==> src/rtl/rnn_preact_mac.sv <==
// Streaming signed dot-product accumulator: z = bias + sum(a*b), emitted as saturated Q8.8.
// Build option: define PREACT_ROUND_EN to round half toward +inf instead of truncating.
module rnn_preact_mac #(
  parameter int DATA_W  = 16,
  parameter int ACC_W   = 40,
  parameter int MAX_LEN = 256
) (
  input  logic              clk,
  input  logic              rst_n,
  input  logic              in_valid,
  output logic              in_ready,
  input  logic [DATA_W-1:0] in_a,
  input  logic [DATA_W-1:0] in_b,
  input  logic              in_last,
  input  logic [DATA_W-1:0] bias_in,
  output logic              out_valid,
  input  logic              out_ready,
  output logic [DATA_W-1:0] out_data,
  output logic              out_sat,
  output logic              out_len_err
);

  // state | meaning
  // IDLE  | waiting for the first beat of a vector; bias sampled on that beat
  // ACC   | accumulating further beats until in_last or MAX_LEN
  // OUT   | result held on out_* until out_ready

  localparam int CW = $clog2(MAX_LEN + 1);
  localparam int RW = ACC_W + 1 - 8;

  typedef enum logic [1:0] {IDLE, ACC, OUT} state_t;

  state_t state, state_nxt;

  logic [ACC_W-1:0]         acc, acc_nxt;
  logic [CW-1:0]            cnt, cnt_nxt;
  logic signed [2*DATA_W-1:0] prod;
  logic [ACC_W-1:0]         prod_ext, bias_ext;
  logic                     beat, at_max, vec_done;
  logic [ACC_W:0]           acc_rnd;
  logic [RW-1:0]            r;
  logic                     pos_ovf, neg_ovf;
  logic [DATA_W-1:0]        sat_data;
  logic                     unused_frac;

  assign prod     = $signed(in_a) * $signed(in_b);
  assign prod_ext = {{(ACC_W-2*DATA_W){prod[2*DATA_W-1]}}, prod};
  // Q8.8 bias aligned to the Q16.16 accumulator
  assign bias_ext = {{(ACC_W-DATA_W-8){bias_in[DATA_W-1]}}, bias_in, 8'h00};

  assign beat     = in_valid & in_ready;
  assign cnt_nxt  = (state == IDLE) ? CW'(1) : cnt + CW'(1);
  assign acc_nxt  = ((state == IDLE) ? bias_ext : acc) + prod_ext;
  assign at_max   = (cnt_nxt == CW'(MAX_LEN));
  assign vec_done = beat & (in_last | at_max);

`ifdef PREACT_ROUND_EN
  assign acc_rnd = {acc_nxt[ACC_W-1], acc_nxt} + (ACC_W+1)'(128);
`else
  assign acc_rnd = {acc_nxt[ACC_W-1], acc_nxt};
`endif

  // Arithmetic >>>8 by bit selection; the fraction bits below Q8.8 are dropped
  assign r           = acc_rnd[ACC_W:8];
  assign unused_frac = ^acc_rnd[7:0];

  assign pos_ovf  = ~r[RW-1] & (|r[RW-2:DATA_W-1]);
  assign neg_ovf  = r[RW-1] & ~(&r[RW-2:DATA_W-1]);
  assign sat_data = pos_ovf ? {1'b0, {(DATA_W-1){1'b1}}} :
                    neg_ovf ? {1'b1, {(DATA_W-1){1'b0}}} :
                              r[DATA_W-1:0];

  always_ff @(posedge clk) begin
    if (!rst_n) state <= IDLE;
    else        state <= state_nxt;
  end

  always_comb begin
    state_nxt = state;
    in_ready  = 1'b0;
    out_valid = 1'b0;
    case (state)
      IDLE: begin
        in_ready = 1'b1;
        if (vec_done)  state_nxt = OUT;
        else if (beat) state_nxt = ACC;
      end
      ACC: begin
        in_ready = 1'b1;
        if (vec_done) state_nxt = OUT;
      end
      OUT: begin
        out_valid = 1'b1;
        if (out_ready) state_nxt = IDLE;
      end
      default: state_nxt = IDLE;
    endcase
  end

  always_ff @(posedge clk) begin
    if (!rst_n) begin
      acc         <= '0;
      cnt         <= '0;
      out_data    <= '0;
      out_sat     <= 1'b0;
      out_len_err <= 1'b0;
    end else if (beat) begin
      acc <= acc_nxt;
      cnt <= cnt_nxt;
      if (vec_done) begin
        out_data    <= sat_data;
        out_sat     <= pos_ovf | neg_ovf;
        out_len_err <= at_max & ~in_last;
      end
    end
  end

endmodule
==> config.mk <==
export PLATFORM = sky130hd
export DESIGN_NAME = rnn_preact_mac
export DESIGN_NICKNAME = d
export VERILOG_FILES = /design/src/rtl/rnn_preact_mac.sv
export SDC_FILE = /design/constraint.sdc
export NUM_CORES = 1
export LEC_CHECK = 0
export ABC_AREA = 1
export CAP_MARGIN = 20
export CELL_PAD_IN_SITES_DETAIL_PLACEMENT = 0
export CELL_PAD_IN_SITES_GLOBAL_PLACEMENT = 1
export CORE_UTILIZATION = 42
export CTS_CLUSTER_DIAMETER = 40
export DETAILED_ROUTE_END_ITERATION = 8
export MAX_ROUTING_LAYER = met4
export PLACE_DENSITY_LB_ADDON = 0.1
export SYNTH_ARGS = -nofsm -noshare
export SYNTH_HDL_FRONTEND = slang
export SYNTH_SLANG_ARGS = --single-unit
==> constraint.sdc <==
create_clock -name clk -period 9.9 [get_ports clk]
set_input_delay 2.97 -clock clk [delete_from_list [all_inputs] [get_ports clk]]
set_output_delay 2.97 -clock clk [all_outputs]
set_load 0.1 [all_outputs]
; After elaboration in Yosys (flattened, before gate mapping)
; Index checks and enable logic that the tools add are counted.
; Widths: inputs -> output; s select.
[word_totals]
ff_bits = 69
inputBits = 53
output_inout_bits = 20
word_cells = 42
[op_classes]
add_sub_neg = 2
multipliers = 1
eq_ne = 6
mux = 11
bitwise_logic = 10
n_reduce_logical = 6
[op_table]
columns = operator, n
row1 = $add 40x40->40, 1
row2 = $mux 40, 1
row3 = $mul 16x16->32, 1
row4 = $mux 16, 2
row5 = $reduce_and 17->1, 1
row6 = $reduce_or 17->1, 1
row7 = $add 9x1->9 const B, 1
row8 = $eq 9x9->1 const B, 1
row9 = $mux 9, 1
row10 = $mux 2, 4
row11 = $pmux 2 s3, 1
row12 = $and 1x1->1, 5
row13 = $ne 2x2->1 const B, 2
row14 = $ne 3x3->1 const B, 1
row15 = $not 1->1, 3
row16 = $reduce_and 3->1, 1
row17 = $eq 2x1->1 const B, 1
row18 = $eq 2x2->1 const B, 1
row19 = $logic_not 2->1, 1
row20 = $mux 1, 2
row21 = $or 1x1->1, 2
row22 = $reduce_and 2->1, 1
row23 = $reduce_or 2->1, 1

; Longest topological paths before layout
[depth]
depth_word = 8
depth_mapped = 51
ltp_nobuf = 48

; Least setup slack after synthesis
; OpenSTA, ideal clock, no wires.
[synth_timing]
kind = input-to-reg
from = in in_b[1]
to = reg out_data[0]
setup_time_ns = 0.124
arrival_ns = 10.349
required_ns = 9.776
setup_slack_ns = -0.573
cell_stages = 40
n_path_buf = 3
cell_sequence = clkbuf_1 -> clkbuf_1 -> nand2_1 -> fa_1 -> fa_1 -> fa_1 -> inv_1 -> fa_1 -> fa_1 -> inv_1 -> fa_1 -> inv_1 -> ha_1 -> nand2_1 -> o31ai_1 -> a21oi_1 -> o21bai_1 -> nand2_1 -> (+4 left out) -> inv_1 -> ha_1 -> nand2_1 -> nor3_1 -> a21oi_1 -> nand2_1 -> inv_1 -> nor2_1 -> nand3_1 -> nand2_1 -> nand2_1 -> nand2_1 -> nand3_1 -> nor2_1 -> nand3_1 -> a21oi_4 -> buf_12 -> a21oi_2
[synth_between]
elab_chain_cells = 7
word_cells_on_any_way = 10
cone_classes = add/sub: 1 / mul: 1 / mux: 2 / bitwise: 4 / reduce/logical: 2
[synth_rtl]
columns = item, line_no
row1 = from (decl), 13  ; input logic [DATA_W-1:0] in_b,
row2 = $mul 16x16->32 (*), 46  ; assign prod = $signed(in_a) * $signed(in_b);
row3 = $add 40x40->40 (*), 53  ; assign acc_nxt = ((state == IDLE) ? bias_ext : acc) + prod_ext;
row4 = $reduce_and 17->1, 68  ; assign neg_ovf = r[RW-1] & ~(&r[RW-2:DATA_W-1]);
row5 = $not 1->1, 68
row6 = $and 1x1->1, 68
row7 = $mux 16, 70  ; neg_ovf ? {1'b1, {(DATA_W-1){1'b0}}} :
row8 = $mux 16 (*), 69  ; assign sat_data = pos_ovf ? {1'b0, {(DATA_W-1){1'b1}}} :
row9 = to (signal assigned), 111  ; out_data <= sat_data;
row10 = to (decl), 18  ; output logic [DATA_W-1:0] out_data,
; Every way passes the cells marked *; elsewhere a longest branch is shown, timed or not.
; A chain may end at the register's enable or synchronous reset.

; Worst setup path in the final report
[layout_timing]
from = in in_b[4]
to = reg out_data[10]
; The elaborated chain is that of the path after synthesis.

==> impl_metrics.csv <==
group,metric,value,unit
floorplanning,fp-row-count,71,
sta,finalCritPeriodShare,103,%
grt,gr-usage-all-layers,26.1,%
layout,final_nets,3096,
critical_path,arrival,10.37,ns
synthesis,synth_seq_cells,69,
layout,design_area,22400,sq um
cts,cts_sinks,69,
floorplanning,dieWidth,197,um
synthesis,ys_top_cells_by_count,"inv_1 (624), nand2_1 (522), fa_1 (263), a21oi_1 (126), ha_1 (120)",
cts,clock_latency,0.33,ns
detailed_routing,final_antenna_net_count,0,
detailed_routing,route.detailed.drc,0,
cts,clk_path_buf_depth,2,
sta,finalCriticalPeriod,10.15,ns
critical_path,r2r_setup_slack,4.89,ns
layout,area_delta_synth_final,39.7,%
synthesis,ys_warn_count,0,
run_status,violations,"setup timing",
layout,diodes,0,
placement,io_buffers,72,
floorplanning,pin_count,73,
synthesis,synth.area.top_cells,"fa_1 (33%), inv_1 (15%), nand2_1 (12%)",
cts,numCtsBuffers,9,
critical_path,slowest_delay,0.55,ns
layout,layout.cells.non_filler,3176,
layout,drive_gt1_share,30.1,%
critical_path,path_class,"in2reg",
critical_path,cp.required,10.12,ns
synthesis,async_flop_share,0,%
grt,grt_max_degree,75,
synthesis,yosys.area.top_type,"fa_1",
critical_path,cp_slowest_cell,"fa_2",
synthesis,netlist.area_leader.share,32.8,%
min_path,hp-class,"reg2reg",
critical_path,critPathMaxFanout,7,
grt,grt_pass1_vias,15800,
cts,clk_pin_slew_worst_paths,0.06,ns
placement,dpl.hpwl,36700,um
synthesis,synth_cell_types,43,
synthesis,synthMostInstantiatedCell,"inv_1",
placement,place_congestion,0.875,
synthesis,synth_top_flop_cell,"dfxtp_1",
synthesis,syn-num-nets,2698,
sta,finalHoldViolations,0,
run_status,status,"complete, but fails checks",
sta,skew,0.00674,ns
floorplanning,die-area,39000,sq um
detailed_routing,wire_per_inst,14.8,um
sta,slew_viol_final,0,
synthesis,ys_seq_area_share,8.61,%
detailed_routing,drt_iter0_markers,660,
cts,cts_tree,"yes",
cts,htreeDepth,3,
placement,dpl_cell_area,19700,sq um
grt,antenna_found_initial,0,
detailed_routing,firstDrtPassIters,5,
grt,globalRouteOverflowTotal,0,
critical_path,worst_setup_path_end_kind,"register",
sta,setup_ws,-0.251,ns
layout,n_fill_cell,3591,
floorplanning,initial_utilization,42.6,%
synthesis,syn_avg_cell_area,7.10,sq um
critical_path,critPathLaunchType,"input port",
floorplanning,die_h,197,um
sta,max_slew_margin,34.6,%
synthesis,synth-edff-count,0,
grt,grt_pass1_wl,78300,um
synthesis,netlist_area,16100,sq um
floorplanning,fp.coreArea,37700,sq um
cts,cts_root_buf,"clkbuf_16",
critical_path,crit_top_cell,"fa_1",
detailed_routing,viasPerCell,4.79,
sta,max_freq,0.0985,GHz
sta,setup_violations,16,
placement,dp.cells,3056,
sta,rsz0062_at_grt,"true",
detailed_routing,finalWirelength,46900,um
detailed_routing,num_vias,15200,
sta,worstMarginPinSlew,0.978,ns
run,drv_cap,0,
synthesis,syn_inst,2262,
layer usage:
metal / up-vias / global-route usage [%] / wire length [um]
met2: 288 / 45.8 / 23700
met3: 46 / 2.22 / 1720
li1: 7462 / - / -
met1: 7432 / 33.5 / 20800
met5: - / - / 0
met4: 0 / 3.33 / 668
cell families after synthesis:
kind of cell    synth area share [%]
xor+xnor                        2.84
flops                           8.61
simple gates                    19.5
compound gates                  10.0
fa+ha+maj                       42.2
buf+inv                         16.9
worst paths after layout:
kind | start | to | cells past startpoint
setup / recovery | in_b[4] | out_data[10]$_SDFFE_PN0P_ | 42
hold / removal | acc[0]$_SDFFE_PN0P_ | acc[0]$_SDFFE_PN0P_ | 2
setup reg to reg | state[0]$_SDFFE_PN0P_ | out_data[10]$_SDFFE_PN0P_ | 25
hold reg to reg | acc[0]$_SDFFE_PN0P_ | acc[0]$_SDFFE_PN0P_ | 2
stage by stage:
stage / utilization, % / TNS (ns) / hold slack [ns] / setup slack (ns)
after CTS: 57.8 / -3.06 / 0.463 / -0.213
after detailed placement: 52.2 / -30.00 / 0.454 / -1.36
after global routing: 59.6 / -8.50 / 0.486 / -0.542
final: 59.6 / -3.61 / 0.462 / -0.251
after global placement: 52.2 / -27.88 / 0.443 / -1.28
after floorplan: - / -0.139 / 0.430 / -0.0139
registers in the layout, summed over array words and instances, names as in the netlist:
| register | cells |
|---|---|
| out_sat | 1 |
| cnt | 9 |
| acc | 40 |
| state | 2 |
| out_data | 16 |
| out_len_err | 1 |
critical path: cells and delay by family:
family          cells  cell delay (ns)
fa+ha+maj           8             3.62
buf+inv             9             0.84
xor+xnor            1             0.19
simple gates       15             1.57
compound gates      9             1.17
cell usage in the layout (no fill, tap or decap), drive strengths merged, types with 7 or more instances in the layout:
cell type / Yosys / routed
a31oi: 7 / 7
nor3: 9 / 9
a21o: 10 / 10
a21oi: 138 / 138
xnor2: 18 / 18
nand2: 538 / 539
clkbuf: 82 / 15
o21ai: 112 / 112
dfxtp: 69 / 69
o21bai: 8 / 8
nand4: 12 / 12
xor2: 34 / 34
o211ai: 8 / 8
clkdlybuf4s50: 0 / 41
inv: 625 / 625
ha: 120 / 120
buf: 4 / 418
nor2: 122 / 122
nand3: 58 / 58
fa: 263 / 263
cell type report:
type / count / area, sq um / area share [%]
Clock buffer: 13 / 270 / 1.20
Multi-Input combinational cell: 1482 / 13400 / 59.6
Sequential cell: 69 / 1380 / 6.16
Tap cell: 511 / 639 / 2.85
Inverter: 626 / 2360 / 10.5
Timing Repair Buffer: 472 / 4360 / 19.4
Clock inverter: 3 / 42.5 / 0.190
timing repair:
action / 4_1_cts / 5_1_grt
cloned: 13 / 0
pin swaps: 154 / 102
setup buffers: 77 / 18
hold buffers: 0 / 0
gates resized for setup: 384 / 179
endpoints found under the setup margin: 30 / 24
Power is not shown: default switching activity piles up to over one toggle a cycle in this logic, so the estimate is an artifact.
